File: src/rtl/vga_timing_monitor_if.sv
// Tap of the VGA output bus: the driver owns it (master), monitors only listen (slave).
interface vga_timing_monitor_if;
    logic       video_hs;
    logic       video_vs;
    logic       video_de;
    logic [5:0] video_rgb;

    modport master (output video_hs, video_vs, video_de, video_rgb);
    modport slave  (input  video_hs, video_vs, video_de, video_rgb);
endinterface

File: src/rtl/vga_timing_monitor.sv
// Observe-only VGA timing checker: measures line/frame geometry, locks after two
// conforming frames, counts bad frames and timeouts, and checksums each frame's pixels.
module vga_timing_monitor #(
    parameter int H_TOTAL  = 800,
    parameter int V_TOTAL  = 525,
    parameter int H_ACTIVE = 640,
    parameter int V_ACTIVE = 480,
    parameter bit SYNC_POL = 1'b0
) (
    input  logic                pixel_clk,
    input  logic                sys_rst,
    vga_timing_monitor_if.slave video,
    output logic                locked,
    output logic                frame_done,
    output logic                frame_ok,
    output logic [11:0]         meas_h_total,
    output logic [9:0]          meas_v_total,
    output logic [9:0]          meas_v_active,
    output logic [15:0]         frame_sum,
    output logic [7:0]          err_cnt
);

    localparam logic [19:0] TIMEOUT_LAST = 20'(2 * H_TOTAL * V_TOTAL - 1);

    typedef enum logic [1:0] {SEARCH, CHECK, LOCKED} state_t;

    state_t      state, state_next;
    logic [1:0]  good_cnt, good_next;

    logic        hs_s1, vs_s1, de_s1, hs_s2, vs_s2;
    logic [5:0]  rgb_s1;
    logic [11:0] line_cnt;
    logic [10:0] de_cnt;
    logic [9:0]  v_cnt, act_cnt;
    logic [15:0] sum;
    logic        h_bad, de_bad;
    logic [19:0] tmo_cnt;

    logic        hs_edge, vs_edge;
    logic [11:0] line_len;
    logic [10:0] de_line;
    logic [9:0]  v_total_now, v_active_now;
    logic [15:0] sum_now;
    logic        h_bad_now, de_bad_now, frame_good, timeout;
    logic        check_frame, bad_event;

    assign hs_edge = (hs_s1 == SYNC_POL) && (hs_s2 != SYNC_POL);
    assign vs_edge = (vs_s1 == SYNC_POL) && (vs_s2 != SYNC_POL);

    // "_now" values fold the current cycle in, so a line closing on the vs edge
    // is still counted toward the frame that is ending.
    assign line_len     = (line_cnt == 12'hFFF) ? line_cnt : line_cnt + 12'd1;
    assign de_line      = (de_s1 && de_cnt != 11'h7FF) ? de_cnt + 11'd1 : de_cnt;
    assign sum_now      = de_s1 ? sum + {10'd0, rgb_s1} : sum;
    assign v_total_now  = (hs_edge && v_cnt != 10'h3FF) ? v_cnt + 10'd1 : v_cnt;
    assign v_active_now = (hs_edge && de_line != 11'd0 && act_cnt != 10'h3FF)
                          ? act_cnt + 10'd1 : act_cnt;
    assign h_bad_now    = h_bad || (hs_edge && line_len != 12'(H_TOTAL));
    assign de_bad_now   = de_bad || (hs_edge && de_line != 11'd0 && de_line != 11'(H_ACTIVE));
    assign frame_good   = !h_bad_now && !de_bad_now &&
                          v_total_now == 10'(V_TOTAL) && v_active_now == 10'(V_ACTIVE);
    assign timeout      = (state != SEARCH) && !vs_edge && (tmo_cnt == TIMEOUT_LAST);

    always_ff @(posedge pixel_clk or posedge sys_rst) begin
        if (sys_rst) begin
            state    <= SEARCH;
            good_cnt <= 2'd0;
        end else begin
            // NOTE: sequential state uses non-blocking assignments so every flop
            // samples pre-edge values regardless of statement order.
            state    <= state_next;
            good_cnt <= good_next;
        end
    end

    always_comb begin
        // NOTE: defaults first so every path assigns every output (no latches).
        state_next = state;
        good_next  = good_cnt;
        case (state)
            SEARCH: begin
                if (vs_edge) begin
                    state_next = CHECK;
                    good_next  = 2'd0;
                end
            end
            CHECK: begin
                if (vs_edge) begin
                    if (!frame_good) begin
                        good_next = 2'd0;
                    end else if (good_cnt == 2'd1) begin
                        state_next = LOCKED;
                        good_next  = 2'd2;
                    end else begin
                        good_next = good_cnt + 2'd1;
                    end
                end else if (timeout) begin
                    state_next = SEARCH;
                    good_next  = 2'd0;
                end
            end
            LOCKED: begin
                if (vs_edge && !frame_good) begin
                    state_next = CHECK;
                    good_next  = 2'd0;
                end else if (timeout) begin
                    state_next = SEARCH;
                    good_next  = 2'd0;
                end
            end
            default: begin
                state_next = SEARCH;
                good_next  = 2'd0;
            end
        endcase
    end

    always_comb begin
        check_frame = vs_edge && (state != SEARCH);
        bad_event   = (check_frame && !frame_good) || timeout;
    end

    always_ff @(posedge pixel_clk or posedge sys_rst) begin
        if (sys_rst) begin
            hs_s1 <= 1'b0; vs_s1 <= 1'b0; de_s1 <= 1'b0; rgb_s1 <= 6'd0;
            hs_s2 <= 1'b0; vs_s2 <= 1'b0;
            line_cnt <= 12'd0; de_cnt <= 11'd0; v_cnt <= 10'd0; act_cnt <= 10'd0;
            sum <= 16'd0; h_bad <= 1'b0; de_bad <= 1'b0; tmo_cnt <= 20'd0;
            locked <= 1'b0; frame_done <= 1'b0; frame_ok <= 1'b0;
            meas_h_total <= 12'd0; meas_v_total <= 10'd0; meas_v_active <= 10'd0;
            frame_sum <= 16'd0; err_cnt <= 8'd0;
        end else begin
            hs_s1  <= video.video_hs;
            vs_s1  <= video.video_vs;
            de_s1  <= video.video_de;
            rgb_s1 <= video.video_rgb;
            hs_s2  <= hs_s1;
            vs_s2  <= vs_s1;

            line_cnt <= hs_edge ? 12'd0 : line_len;
            de_cnt   <= hs_edge ? 11'd0 : de_line;
            if (hs_edge) meas_h_total <= line_len;

            v_cnt   <= vs_edge ? 10'd0 : v_total_now;
            act_cnt <= vs_edge ? 10'd0 : v_active_now;
            sum     <= vs_edge ? 16'd0 : sum_now;
            h_bad   <= vs_edge ? 1'b0  : h_bad_now;
            de_bad  <= vs_edge ? 1'b0  : de_bad_now;
            tmo_cnt <= (vs_edge || timeout || state == SEARCH) ? 20'd0 : tmo_cnt + 20'd1;

            if (vs_edge) begin
                meas_v_total  <= v_total_now;
                meas_v_active <= v_active_now;
                frame_sum     <= sum_now;
            end
            frame_done <= check_frame;
            if (check_frame) frame_ok <= frame_good;
            if (bad_event && err_cnt != 8'hFF) err_cnt <= err_cnt + 8'd1;
            locked <= (state_next == LOCKED);
        end
    end

endmodule

File: src/flat_wrapper.sv
// flat-port wrapper written by rule: the top's interface ports become plain ports
module vga_timing_monitor_flat 
#(
    parameter int H_TOTAL  = 800,
    parameter int V_TOTAL  = 525,
    parameter int H_ACTIVE = 640,
    parameter int V_ACTIVE = 480,
    parameter bit SYNC_POL = 1'b0
)
  (pixel_clk, sys_rst, locked, frame_done, frame_ok, meas_h_total, meas_v_total, meas_v_active, frame_sum, err_cnt, video_video_hs, video_video_vs, video_video_de, video_video_rgb);
  vga_timing_monitor_if video_i ();
  input  logic pixel_clk;
  input  logic sys_rst;
  output logic locked;
  output logic frame_done;
  output logic frame_ok;
  output logic [11:0] meas_h_total;
  output logic [9:0] meas_v_total;
  output logic [9:0] meas_v_active;
  output logic [15:0] frame_sum;
  output logic [7:0] err_cnt;
  input wire logic [$bits(video_i.video_hs)-1:0] video_video_hs;
  input wire logic [$bits(video_i.video_vs)-1:0] video_video_vs;
  input wire logic [$bits(video_i.video_de)-1:0] video_video_de;
  input wire logic [$bits(video_i.video_rgb)-1:0] video_video_rgb;
  assign video_i.video_hs = video_video_hs;
  assign video_i.video_vs = video_video_vs;
  assign video_i.video_de = video_video_de;
  assign video_i.video_rgb = video_video_rgb;
  vga_timing_monitor #(.H_TOTAL(H_TOTAL), .V_TOTAL(V_TOTAL), .H_ACTIVE(H_ACTIVE), .V_ACTIVE(V_ACTIVE), .SYNC_POL(SYNC_POL)) u_core (.pixel_clk(pixel_clk), .sys_rst(sys_rst), .video(video_i), .locked(locked), .frame_done(frame_done), .frame_ok(frame_ok), .meas_h_total(meas_h_total), .meas_v_total(meas_v_total), .meas_v_active(meas_v_active), .frame_sum(frame_sum), .err_cnt(err_cnt));
endmodule
File: config.mk
export PLATFORM = sky130hd
export DESIGN_NAME = vga_timing_monitor_flat
export DESIGN_NICKNAME = d
export VERILOG_FILES = /design/src/rtl/vga_timing_monitor_if.sv /design/src/rtl/vga_timing_monitor.sv /design/src/flat_wrapper.sv
export SDC_FILE = /design/constraint.sdc
export NUM_CORES = 1
export LEC_CHECK = 0
export ABC_AREA = 1
export BUFFER_PORTS_ARGS = -buffer_cell sky130_fd_sc_hd__clkbuf_2
export CAP_MARGIN = 20
export CORE_UTILIZATION = 35
export DETAILED_ROUTE_END_ITERATION = 16
export PLACE_DENSITY = 0.63
export SKIP_CTS_REPAIR_TIMING = 1
export SYNTH_ARGS = -nofsm -noshare
export SYNTH_HDL_FRONTEND = slang
export SYNTH_SLANG_ARGS = --single-unit
File: constraint.sdc
create_clock -name pixel_clk -period 6.7 [get_ports pixel_clk]
set_clock_uncertainty 0.05 [all_clocks]
set_input_delay 1.34 -clock pixel_clk [delete_from_list [all_inputs] [get_ports pixel_clk]]
set_output_delay 1.34 -clock pixel_clk [all_outputs]
set_load 0.01 [all_outputs]
==> Yosys cells after proc, flatten, opt, wreduce, memory -nomap -nowiden <==
Index checks and enable logic that the tools add are counted.
{ "op_classes": {"n_addsub": 8, "eq_ne": 15, "mux": 27, "bitwise": 2, "n_reduce_logical": 29} }
{ "ops": {"columns": ["cell", "count"], "rows": [
  ["2-to-1 mux 10 bit", 4],
  ["2-to-1 mux 16 bit", 2],
  ["2-to-1 mux 12 bit", 2],
  ["2-to-1 mux 2 bit", 12],
  ["2-to-1 mux 11 bit", 2],
  ["adder 10 x 1 -> 10 bit (second input constant)", 2],
  ["adder 20 x 1 -> 20 bit (second input constant)", 1],
  ["equality test 20 bit (second input constant)", 1],
  ["2-to-1 mux 20 bit", 1],
  ["inequality test 10 bit (second input constant)", 2],
  ["logical AND 1 bit", 17],
  ["adder 16 x 6 -> 16 bit", 1],
  ["adder 12 x 1 -> 12 bit (second input constant)", 1],
  ["equality test 12 bit (second input constant)", 1],
  ["inequality test 12 x 10 -> 1 bit (second input constant)", 1],
  ["case mux 2 bit (3 select lines)", 2],
  ["adder 11 x 1 -> 11 bit (second input constant)", 1],
  ["inequality test 11 x 10 -> 1 bit (second input constant)", 1],
  ["inequality test 11 bit (second input constant)", 1],
  ["nonzero test 11 bit", 1],
  ["equality test 10 bit (second input constant)", 1],
  ["equality test 10 x 9 -> 1 bit (second input constant)", 1],
  ["adder 8 x 1 -> 8 bit (second input constant)", 1],
  ["inequality test 8 bit (second input constant)", 1],
  ["other kinds (10)", 21]
]} }
{ "word_totals": {"regBits": 155, "inputBits": 11, "out_inout_bits": 59} }

==> Depth between registers and ports, before layout <==
Gate-level depths: netlist (run 1).
{ "depth": {"depth_word": 16, "mapped_depth": 25, "mapped_depth_nobuf": 25} }

==> Worst setup path before layout (run 1) <==
No wires, ideal clock.
{ "synth_path": {"path_kind": "reg-to-reg", "from": "register u_core.de_cnt[0]", "to": "register u_core.err_cnt[1]", "setup_ps": 118, "arrival_ps": 2481, "required_time_ps": 6532, "path_slack_ps": 4052, "path_stages_with_launch": 25, "synth_period_minus_slack_ps": 2648, "cell_sequence": "dfrtp_1 ha_1 inv_1 nor2_4 nand3_4 buf_6 nand3_1 nand2_1 nor2_1 nand2_1 nor2_2 nand2_2 buf_6 nand3_2 nand2_2 nand2_2 nand2_2 nor2_2 nand3_2 nand2_2 nand2_2 nand2_4 inv_4 nand2_1 o21ai_2"} }
{ "synth_via": {"elab_chain_cells": 15, "word_cells_on_any_way": 20, "classes_between": "1 x add/sub; 3 x eq/ne; 2 x mux; 14 x reduce/logical"} }
{ "synth_rtl": {"columns": ["element", "line_no", "rtl"], "rows": [
  ["start: declaration", "vga_timing_monitor.sv:33", "logic [10:0] de_cnt;"],
  ["start signal: assignment", "vga_timing_monitor.sv:141", "de_cnt <= hs_edge ? 11'd0 : de_line;"],
  ["parallel branches: the longest is 2 deep, another holds adder 11 x 1 -> 11 bit", null, null],
  ["2-to-1 mux 11 bit *", "vga_timing_monitor.sv:53", "assign de_line = (de_s1 && de_cnt != 11'h7FF) ? de_cnt + 11'd1 : de_cnt;"],
  ["parallel branches: the longest is 7 deep, another holds nonzero test 11 bit", null, null],
  ["logical AND 1 bit *", "vga_timing_monitor.sv:61", "v_total_now == 10'(V_TOTAL) && v_active_now == 10'(V_ACTIVE);"],
  ["logical NOT 1 bit *", null, null],
  ["logical AND 1 bit *", "vga_timing_monitor.sv:120", "bad_event = (check_frame && !frame_good) || timeout;"],
  ["logical OR 1 bit *", "vga_timing_monitor.sv:120", null],
  ["logical AND 1 bit *", "vga_timing_monitor.sv:158", "if (bad_event && err_cnt != 8'hFF) err_cnt <= err_cnt + 8'd1;"],
  ["end signal: assignment", "vga_timing_monitor.sv:158", null],
  ["end: declaration", "vga_timing_monitor.sv:20", "output logic [7:0] err_cnt"]
]} }
Mark *: on every way between the ends.
A chain may end at the register's enable or synchronous reset.

==> Worst setup path in the final report (run 1) <==
{ "layout_path": {"from": "register u_core.de_s1", "to": "register u_core.err_cnt[1]"} }
{ "layout_via": {"elab_chain_cells": 14, "word_cells_on_any_way": 18, "classes_between": "2 x eq/ne; 2 x mux; 14 x reduce/logical"} }
{ "layout_rtl": {"columns": ["element", "line_no", "rtl"], "rows": [
  ["start: declaration", "vga_timing_monitor.sv:30", "logic hs_s1, vs_s1, de_s1, hs_s2, vs_s2;"],
  ["start signal: assignment", "vga_timing_monitor.sv:135", "de_s1 <= video.video_de;"],
  ["logical AND 1 bit *", "vga_timing_monitor.sv:53", null],
  ["2-to-1 mux 11 bit *", "vga_timing_monitor.sv:53", null],
  ["parallel branches: the longest is 7 deep, another holds nonzero test 11 bit", null, null],
  ["logical AND 1 bit *", "vga_timing_monitor.sv:61", null],
  ["logical NOT 1 bit *", null, null],
  ["logical AND 1 bit *", "vga_timing_monitor.sv:120", null],
  ["logical OR 1 bit *", "vga_timing_monitor.sv:120", null],
  ["logical AND 1 bit *", "vga_timing_monitor.sv:158", null]
]} }
Marks and branches as above.

==> flow_summary.ini, run 1 <==
[outcome]
status = finished, final reports clean

[yosys]
yosys_warnings = 0
synth_cell_types = 40
async_flop_share = 1.00
synthesis.area_mm2 = 0.00774
synth_area_per_cell_um2 = 8.12
postSynthCellCount = 953
synth_fp_nets = 982
yosysSeqAreaShare = 0.501
synth_seq_cells = 155
synth_edf_count = 0
ys_dominant_reg_cell = dfrtp_1

[worst_setup_path]
cp-end-kind = flop
required_ps = 6970
r2r-start = u_core.de_s1
start_kind = flop
path_class = flop to flop
reg2reg_depth = 23
r2r_slack_ps = 3380
cp.arrival_ps = 3590
crit_fanout = 15
r2r_end = u_core.err_cnt[1]

[timing]
finalHoldViolCount = 0
clock.fmax_mhz = 301
setup_viol = 0
period_needed_ps = 3320
period_share = 0.496
maxSlewViolCount = 0
tightest_slew_ps = 887
slew_headroom = 0.409
finalSetupTns_ps = 0
rsz0062_at_grt = false

[run]
drv_cap = 0

[cts]
cts_buffers = 17
cts.sinks = 155
cts.htree.levels = 4
tritoncts = done
clk_path_buf_depth = 2
clkSlewWorstSetupHoldPaths_ps = 70
root_buffer = clkbuf_16
clock_latency_ps = 430

[detailed_routing]
drt_iter0_drc = 297
antenna_left = 0
drc = 0
firstDrtPassIters = 5
routed_wl_mm = 16.0
avgRoutedWirePerCell_um = 12.2
viasPerCell = 4.66
vias = 6131

[layout]
areaGrowthSynthToFinish_pct = 15.8
drive_gt1_frac = 0.135
finalNetCount = 1051
fillers = 2176
regArea_mm2 = 0.00388
final_cell_area_mm2 = 0.00897
multi_input_area_mm2 = 0.00333
diodes = 0
final_core_util = 0.412

[global_route]
grt_pass1_wl_mm = 27.5
antenna_found_initial = 0
grt_max_degree = 101
grt_pass1_vias = 5808
grt-ovfl-total = 0
grt_usage = 0.153

[power_and_ir_drop]
peakVddDrop_uv = 151
p_total_mw = 2.57
p_per_area_mw_per_mm2 = 287
p_leak_nw = 4.31

[worst_hold_path]
worstHoldPathCells = 0
hp-start = u_core.vs_s1
hold_path_class = flop to flop
holdPathEnd = u_core.vs_s2

[place]
portBuffers = 69
dp_hpwl_mm = 11.2
placed_area_mm2 = 0.00837
place_congestion = 0.846

[die]
core_mm2 = 0.0218
pin_count = 70
rows = 54
die_x_um = 151
start_util = 0.356
dieArea_mm2 = 0.0227
die_h_um = 151
## metrics by stage
step	instances	worst slack, ps	hold WS, ps
after floorplan	953	1130	304
final	1315	3380	384
after CTS	1315	3350	387
after global placement	1283	3450	364
after detailed placement	1283	3390	367
after global routing	1315	2890	390
## state kept, by name, indices dropped and copies added, names as in the netlist, 2 cells and up
signal and flops:
u_core.good_cnt 2, u_core.meas_h_total 12, u_core.act_cnt 10, u_core.frame_sum 16, u_core.state 2, u_core.meas_v_active 10, u_core.err_cnt 8, u_core.sum 16
u_core.rgb_s1 6, u_core.de_cnt 11, u_core.line_cnt 12, u_core.meas_v_total 10, u_core.tmo_cnt 20, u_core.v_cnt 10
## Yosys cell counts (3+ instances only)
cell        n  area (µm²)
nor3b_1     6        45.0
nand3b_1    3        22.5
buf_2       3        15.0
nand4_1    20         125
xor2_1     27         236
nand2_1   229         860
clkbuf_1   13        48.8
nor3_1     16        80.1
xnor2_1    10        87.6
nand3_1    53         265
nor4_1      9        56.3
buf_1       3        11.3
nand2_2    13        81.3
dfrtp_1   155        3880
nor2_1    140         526
o21ai_0    60         300
o211ai_1    3        22.5
ha_1       17         213
inv_1     111         417
a31oi_1     4        25.0
a21oi_1    25         125
nand3_2     6        60.1
## layout make-up
| cell class | instances | area share |
|---|---|---|
| Clock inverter | 14 | 0.0172 |
| Sequential cell | 155 | 0.433 |
| Clock buffer | 18 | 0.0490 |
| Multi-Input combinational cell | 661 | 0.372 |
| Tap cell | 280 | 0.0391 |
| Timing Repair Buffer | 73 | 0.0419 |
| Inverter | 114 | 0.0486 |
## routing by layer
layer | routed length (µm) | vias up | share of wire | GRT usage
met1 | 7690 | 2839 | 0.48 | 0.205
li1 | - | 3180 | - | -
met3 | 564 | 20 | 0.035 | 0.0309
met5 | 0 | - | 0 | 0
met2 | 7550 | 92 | 0.47 | 0.246
met4 | 228 | 0 | 0.014 | 0.0550
## how the worst max path moves through the flow
stage | endpoint | from | slack [ps] | depth (start not counted)
floorplan | u_core.act_cnt[0] | sys_rst | 1130 | 1
global placement | u_core.err_cnt[1] | u_core.de_s1 | 3450 | 23
detailed placement | u_core.err_cnt[1] | u_core.de_s1 | 3390 | 23
CTS | u_core.err_cnt[6] | u_core.de_s1 | 3350 | 23
global route | u_core.err_cnt[2] | u_core.de_s1 | 2890 | 21
finish | u_core.err_cnt[1] | u_core.de_s1 | 3380 | 23
## worst max-delay path: stages, from the launching register on
cell and delay [ps]:
dfrtp_1 680, inv_1 290, nor3_1 300, nand2_1 80, nand2_1 60, nand2_1 60, nand2_1 60, inv_1 40
nand2_1 60, nor2_1 40, nand2_2 220, nand3_2 210, nand2_1 110, nand2_1 50, inv_1 90, nand2_1 50
nor2_1 130, nand3_2 160, nand2_2 110, nand2_2 60, nand2_4 110, inv_4 80, nand2_1 70, o21ai_2 50
## logic make-up after synthesis
group,count (synthesis),share of synthesized area
simple gates,505,0.286
flops,155,0.501
buf+inv,137,0.0701
compound gates,99,0.0680
xor+xnor,37,0.0419
fa+ha+maj,18,0.0301
mux,2,0.00259
## layout by cell type (no fill, tap or decap), types with 2 or more instances in the layout
| cell | Yosys | routed |
|---|---|---|
| a21oi_1 | 25 | 25 |
| a31oi_1 | 4 | 4 |
| buf_4 | 2 | 4 |
| clkbuf_16 | 0 | 17 |
| clkbuf_2 | 0 | 69 |
| clkinv_1 | 2 | 2 |
| clkinvlp_4 | 0 | 4 |
| dfrtp_1 | 155 | 155 |
| ha_1 | 17 | 17 |
| inv_1 | 111 | 109 |
| inv_6 | 0 | 5 |
| inv_8 | 0 | 3 |
| mux2i_1 | 2 | 2 |
| nand2_1 | 229 | 229 |
| nand2_2 | 13 | 13 |
| nand3_1 | 53 | 53 |
| nand3_2 | 6 | 6 |
| nand3b_1 | 3 | 3 |
| nand4_1 | 20 | 20 |
| nor2_1 | 140 | 138 |
| nor2_2 | 2 | 2 |
| nor2_4 | 2 | 4 |
| nor3_1 | 16 | 16 |
| nor3b_1 | 6 | 6 |
| nor4_1 | 9 | 9 |
| o211ai_1 | 3 | 3 |
| o21ai_0 | 60 | 60 |
| o21ai_2 | 2 | 2 |
| o21bai_1 | 2 | 2 |
| or2_2 | 2 | 2 |
| xnor2_1 | 10 | 10 |
| xor2_1 | 27 | 27 |
## where the power goes
part / switching [mW] / internal [mW] / total, mW / leakage [nW]
Sequential: 0.0836 / 1.04 / 1.13 / 2.07
Clock: 0.428 / 0.537 / 0.965 / 0.279
Combinational: 0.308 / 0.173 / 0.481 / 1.97
(Power assumes the default switching activity.)
==> inputs of run 2 (changes only) <==
--- a/config.mk
+++ b/config.mk
@@ -10,7 +10,7 @@
 export CAP_MARGIN = 20
 export CORE_UTILIZATION = 35
 export DETAILED_ROUTE_END_ITERATION = 16
-export PLACE_DENSITY = 0.63
+export PLACE_DENSITY = 0.65
 export SKIP_CTS_REPAIR_TIMING = 1
 export SYNTH_ARGS = -nofsm -noshare
 export SYNTH_HDL_FRONTEND = slang
==> constraint.sdc (replaced) <==
create_clock -name pixel_clk -period 2.9 [get_ports pixel_clk]
set_clock_uncertainty 0.05 [all_clocks]
set_input_delay 0.58 -clock pixel_clk [delete_from_list [all_inputs] [get_ports pixel_clk]]
set_output_delay 0.58 -clock pixel_clk [all_outputs]
set_load 0.01 [all_outputs]
==> run 2 against run 1 <==
The run now ends with setup timing left; critical endpoint is now u_core.err_cnt[6]; worst hold slack got worse by 180 ps; total power grew 140%; non-clock buffer count rose by 73; clock power up 120%; sequential power increased by 130%; final cell count up 5.6%; die area stayed put; register-to-register slack worse by 3400 ps; utilization rose by 3.4 points; global-route usage up 0.74 points; combinational power grew to 2.7 times the previous value.
==> flow_summary.ini, run 2 (synthesis results as in run 1) <==
[global_route]
gr-usage-met2 = 0.263
grt_pass1_vias = 6243
grt_use_met1 = 0.210
met3_usage = 0.0348
busiest_layer = met2
grt_pass1_wl_mm = 29.0
grt_usage = 0.161
grt_max_degree = 79
antenna_found_initial = 0
grt-ovfl-total = 0

[timing]
finalHoldViolCount = 0
period_share = 1.02
period_needed_ps = 2960
clock.fmax_mhz = 338
slew_headroom = 0.604
rsz0062_at_grt = true
setup_ws_ps = -59.7
fin_hold_ws_ps = 202
tightest_slew_ps = 592
maxSlewViolCount = 0
setup_viol = 8

[cts]
cts.sinks = 155
tritoncts = done
clock_latency_ps = 430
clk_path_buf_depth = 2
cts.htree.levels = 4
clkSlewWorstSetupHoldPaths_ps = 70
cts_buffers = 17
root_buffer = clkbuf_16

[layout]
final_cell_area_mm2 = 0.00971
multi_input_area_mm2 = 0.00351
regArea_mm2 = 0.00388
layout_common_cells = 221 x nand2_1, 155 x dfrtp_1, 128 x nor2_1
areaGrowthSynthToFinish_pct = 25.4
regMostFlops = u_core.tmo_cnt
diodes = 0
finalNetCount = 1125
drive_gt1_frac = 0.221
final_common_cell = nand2_1
largest_register_ffs = 20
fillers = 2113
reg_top3 = u_core.tmo_cnt: 20 flops, u_core.frame_sum: 16 flops, u_core.sum: 16 flops

[worst_setup_path]
crit_fanout = 8
start_kind = flop
crit_top_cell = nand2_1
cp-end-kind = flop
cp.arrival_ps = 3280
path_class = flop to flop
critPathMaxStageDelay_ps = 390
cp_slowest_cell = dfrtp_1
required_ps = 3220

[detailed_routing]
drc = 0
drt_iter0_drc = 403
routed_wl_mm = 17.7
avgRoutedWirePerCell_um = 12.8
firstDrtPassIters = 5
viasPerCell = 4.72
vias = 6554
antenna_left = 0

[power_and_ir_drop]
peakVddDrop_uv = 297
p_leak_nw = 4.66
p_per_area_mw_per_mm2 = 627

[outcome]
status = finished with violations
violations = setup timing

[worst_hold_path]
hold_path_class = input port to flop

[die]
die_x_um = 151
pin_count = 70
rows = 54
die_h_um = 151
core_mm2 = 0.0218
start_util = 0.356
dieArea_mm2 = 0.0227

[place]
portBuffers = 69
placed_area_mm2 = 0.00891
dp_hpwl_mm = 12.0
place_congestion = 0.861

[run]
drv_cap = 0
==> run 2: changes by cell type in the layout (fill, tap and decap cells not counted), moves of 7 or more <==
cell and change:
buf_4 +68, nor2_1 -10, nand2_1 -8, nor2_2 +8
nand2_2 +7
==> run 2: power by group <==
part	internal [mW]	total (mW)	switching, mW
logic	0.529	1.32	0.793
registers	2.41	2.60	0.189
clock network	1.24	2.17	0.931
==> run 2: layout make-up <==
type | instances | area share
inverters | 114 | 0.0452
well taps | 280 | 0.0361
flip-flops and latches | 155 | 0.399
clock buffers | 21 | 0.0474
multi-input cells | 662 | 0.362
repair buffers | 146 | 0.0988
clock inverters | 10 | 0.0112
==> run 2: final timing paths <==
kind | startpoint | to | slack (ps) | cells past startpoint
max | u_core.de_cnt[1] | u_core.err_cnt[6] | -60 | 26
min | video_video_rgb[5] | u_core.rgb_s1[5] | 200 | 1
max reg2reg | u_core.de_cnt[1] | u_core.err_cnt[6] | -60 | 26
min reg2reg | u_core.vs_s1 | u_core.vs_s2 | 380 | 0
max in group asynchronous | sys_rst | u_core.line_cnt[10] | 2200 | 3
min in group asynchronous | sys_rst | u_core.frame_sum[8] | 210 | 3
==> run 2: metal layers <==
metal  part of all wire  vias to the layer above  routed length (µm)
met1               0.47                     3105                8300
li1                   -                     3328                   -
met3              0.032                       23                 570
met5                  0                        -                   0
met2               0.49                       98                8630
met4              0.014                        0                 254
==> run 2: stage by stage <==
step	worst slack (ps)	std cells	total power, mW	setup TNS, ps	util
floorplan	252	953	3.41	0	-
global placement	-123	1351	3.87	-941	0.409
detailed placement	-167	1351	3.91	-1230	0.409
CTS	-184	1382	6.09	-1490	0.436
global route	-286	1388	6.46	-3160	0.446
finish	-59.7	1388	6.09	-346	0.446
==> run 2: worst max-delay path, delay by kind of cell (launching register included) <==
kind	cells	cell delay, ps
AND/OR/NAND/NOR	19	1740
flip-flops	1	390
buffers and inverters	6	530
adder cells (fa/ha/maj)	1	170
==> inputs of run 3 (changes only) <==
--- a/config.mk
+++ b/config.mk
@@ -8,9 +8,11 @@
 export ABC_AREA = 1
 export BUFFER_PORTS_ARGS = -buffer_cell sky130_fd_sc_hd__clkbuf_2
 export CAP_MARGIN = 20
+export CELL_PAD_IN_SITES_DETAIL_PLACEMENT = 0
+export CELL_PAD_IN_SITES_GLOBAL_PLACEMENT = 1
 export CORE_UTILIZATION = 35
 export DETAILED_ROUTE_END_ITERATION = 16
-export PLACE_DENSITY = 0.65
+export PLACE_DENSITY_LB_ADDON = 0.25
 export SKIP_CTS_REPAIR_TIMING = 1
 export SYNTH_ARGS = -nofsm -noshare
 export SYNTH_HDL_FRONTEND = slang
==> run 3 against run 2 <==
The run still ends with setup timing left; via count down 1.9%; clock power increased by 4%; fmax increased by 1.2%; sequential cell count did not move; final cell count is 1.2% higher; routed wire length down 2.2%; sequential share of layout area shrank 0.81 points; critical endpoint is now u_core.err_cnt[7].
==> flow_summary.ini, run 3 (synthesis results as in run 1) <==
[global_route]
grt_pass1_wl_mm = 28.2
grt_use_met1 = 0.208
grt_max_degree = 156
antenna_found_initial = 0
grt-ovfl-total = 0
gr-usage-met2 = 0.260
grt_pass1_vias = 5961
busiest_layer = met2
grt_usage = 0.158
met3_usage = 0.0361

[layout]
areaGrowthSynthToFinish_pct = 28.0
finalNetCount = 1140
final_cell_area_mm2 = 0.00991
final_common_cell = nand2_1
reg_top3 = u_core.tmo_cnt: 20 flops, u_core.frame_sum: 16 flops, u_core.sum: 16 flops
regMostFlops = u_core.tmo_cnt
diodes = 0
largest_register_ffs = 20
layout_common_cells = 207 x nand2_1, 155 x dfrtp_1, 124 x nor2_1
drive_gt1_frac = 0.257

[timing]
clock.fmax_mhz = 342
finalHoldViolCount = 0
tightest_slew_ps = 830
fin_hold_ws_ps = 204
maxSlewViolCount = 0
rsz0062_at_grt = true
slew_headroom = 0.447
setup_viol = 6
setup_ws_ps = -25.3
period_share = 1.01
period_needed_ps = 2930

[place]
preCtsSetupSlack_ps = -112
portBuffers = 69
placed_area_mm2 = 0.00895
dp_hpwl_mm = 11.8
place_congestion = 0.796

[worst_setup_path]
critPathMaxStageDelay_ps = 350
path_cells = ha_2, nand2_2, nor2_2, nand3b_1, nand2_2, buf_4, a21oi_1, nor2_1, nand2_1, nor2_1, nand3_1, nor2_2, nand2_1, nor2_2, nand2_1, nor2_2, nand3_4, nand2_2, nand2_2, nand2_4, buf_4, nand2_1, nand2_1
cp-end-kind = flop
required_ps = 3220
cp.arrival_ps = 3240
path_class = flop to flop
start_kind = flop
crit_top_cell = nand2_1
crit_fanout = 8
cp_slowest_cell = dfrtp_1

[power_and_ir_drop]
p_total_mw = 6.22
p_clk_frac = 0.364
p_per_area_mw_per_mm2 = 627
p_leak_nw = 4.75
switching_power_mw = 1.93
pwr-share-comb = 0.219
seqPwrFrac = 0.416
swShare = 0.311
p_int_mw = 4.28
peakVddDrop_uv = 322

[run]
drv_cap = 0

[die]
core_mm2 = 0.0218
die_x_um = 151
dieArea_mm2 = 0.0227
die_h_um = 151
pin_count = 70
start_util = 0.356
rows = 54

[cts]
cts.sinks = 155
clkSlewWorstSetupHoldPaths_ps = 70
clk_path_buf_depth = 2
clock_latency_ps = 430
root_buffer = clkbuf_16
cts.htree.levels = 4
cts_buffers = 17
tritoncts = done

[outcome]
violations = setup timing
status = finished with violations

[detailed_routing]
drt_iter0_drc = 312
drc = 0
viasPerCell = 4.58
vias = 6429
firstDrtPassIters = 4
antenna_left = 0
routed_wl_mm = 17.4
avgRoutedWirePerCell_um = 12.4

[worst_hold_path]
hold_path_class = input port to flop
==> run 3: changes by cell type in the layout (fill, tap and decap cells not counted), moves of 3 or more <==
cell,before,now
inv_6,3,6
nand2_1,221,207
nand3_2,8,12
nand3_1,49,44
buf_4,72,87
nand2_2,20,32
o21ai_1,4,1
nor2_2,10,14
nor2_1,128,124
==> run 3: worst paths after layout <==
kind / slack (ps) / to / start / cells past startpoint
worst min register to register: 390 / u_core.hs_s2 / u_core.hs_s1 / 0
min in group asynchronous: 320 / u_core.frame_sum[8] / sys_rst / 3
max in group asynchronous: 1870 / u_core.line_cnt[6] / sys_rst / 3
worst max-delay path: -30 / u_core.err_cnt[7] / u_core.v_cnt[1] / 23
worst min-delay path: 200 / u_core.rgb_s1[1] / video_video_rgb[1] / 1
worst max register to register: -30 / u_core.err_cnt[7] / u_core.v_cnt[1] / 23
==> run 3: cell type report <==
class | count | area (µm²)
clock inverter | 13 | 154
multi-input combinational | 662 | 3580
inverter | 114 | 439
clock buffer | 19 | 443
tap | 280 | 350
sequential | 155 | 3880
fill | 2237 | 11800
timing repair buffer | 161 | 1060
==> run 3: routing by layer <==
layer / share of wire / vias up
li1: - / 3354
met1: 0.48 / 3006
met2: 0.49 / 56
met3: 0.022 / 13
met4: 0.0083 / 0
met5: 0 / -
==> run 3: worst max-delay path: cells and delay by family (launching register included) <==
family                     cells  cell delay (ps)
adders and majority gates      1              190
DFF                            1              350
buffers and inverters          2              240
and+or+nand+nor               19             2000
AOI/OAI and AO/OA              1               30
==> run 3: per-stage QoR <==
| step | setup TNS (ps) | utilization | instances |
|---|---|---|---|
| 2_1_floorplan | 0 | - | 953 |
| 3_3_place_gp | -1320 | 0.411 | 1358 |
| 3_5_place_dp | -766 | 0.411 | 1358 |
| 4_1_cts | -1140 | 0.439 | 1390 |
| 5_1_grt | -2740 | 0.456 | 1404 |
| 6_report | -95.0 | 0.456 | 1404 |
==> run 3: power by group through the flow <==
stage,Combinational [mW],Sequential (mW),Clock [mW]
floorplan,0.755,2.66,0
CTS,1.30,2.59,2.33
global route,1.56,2.62,2.43
detailed placement,1.29,2.63,0
finish,1.36,2.59,2.26
global placement,1.28,2.62,0
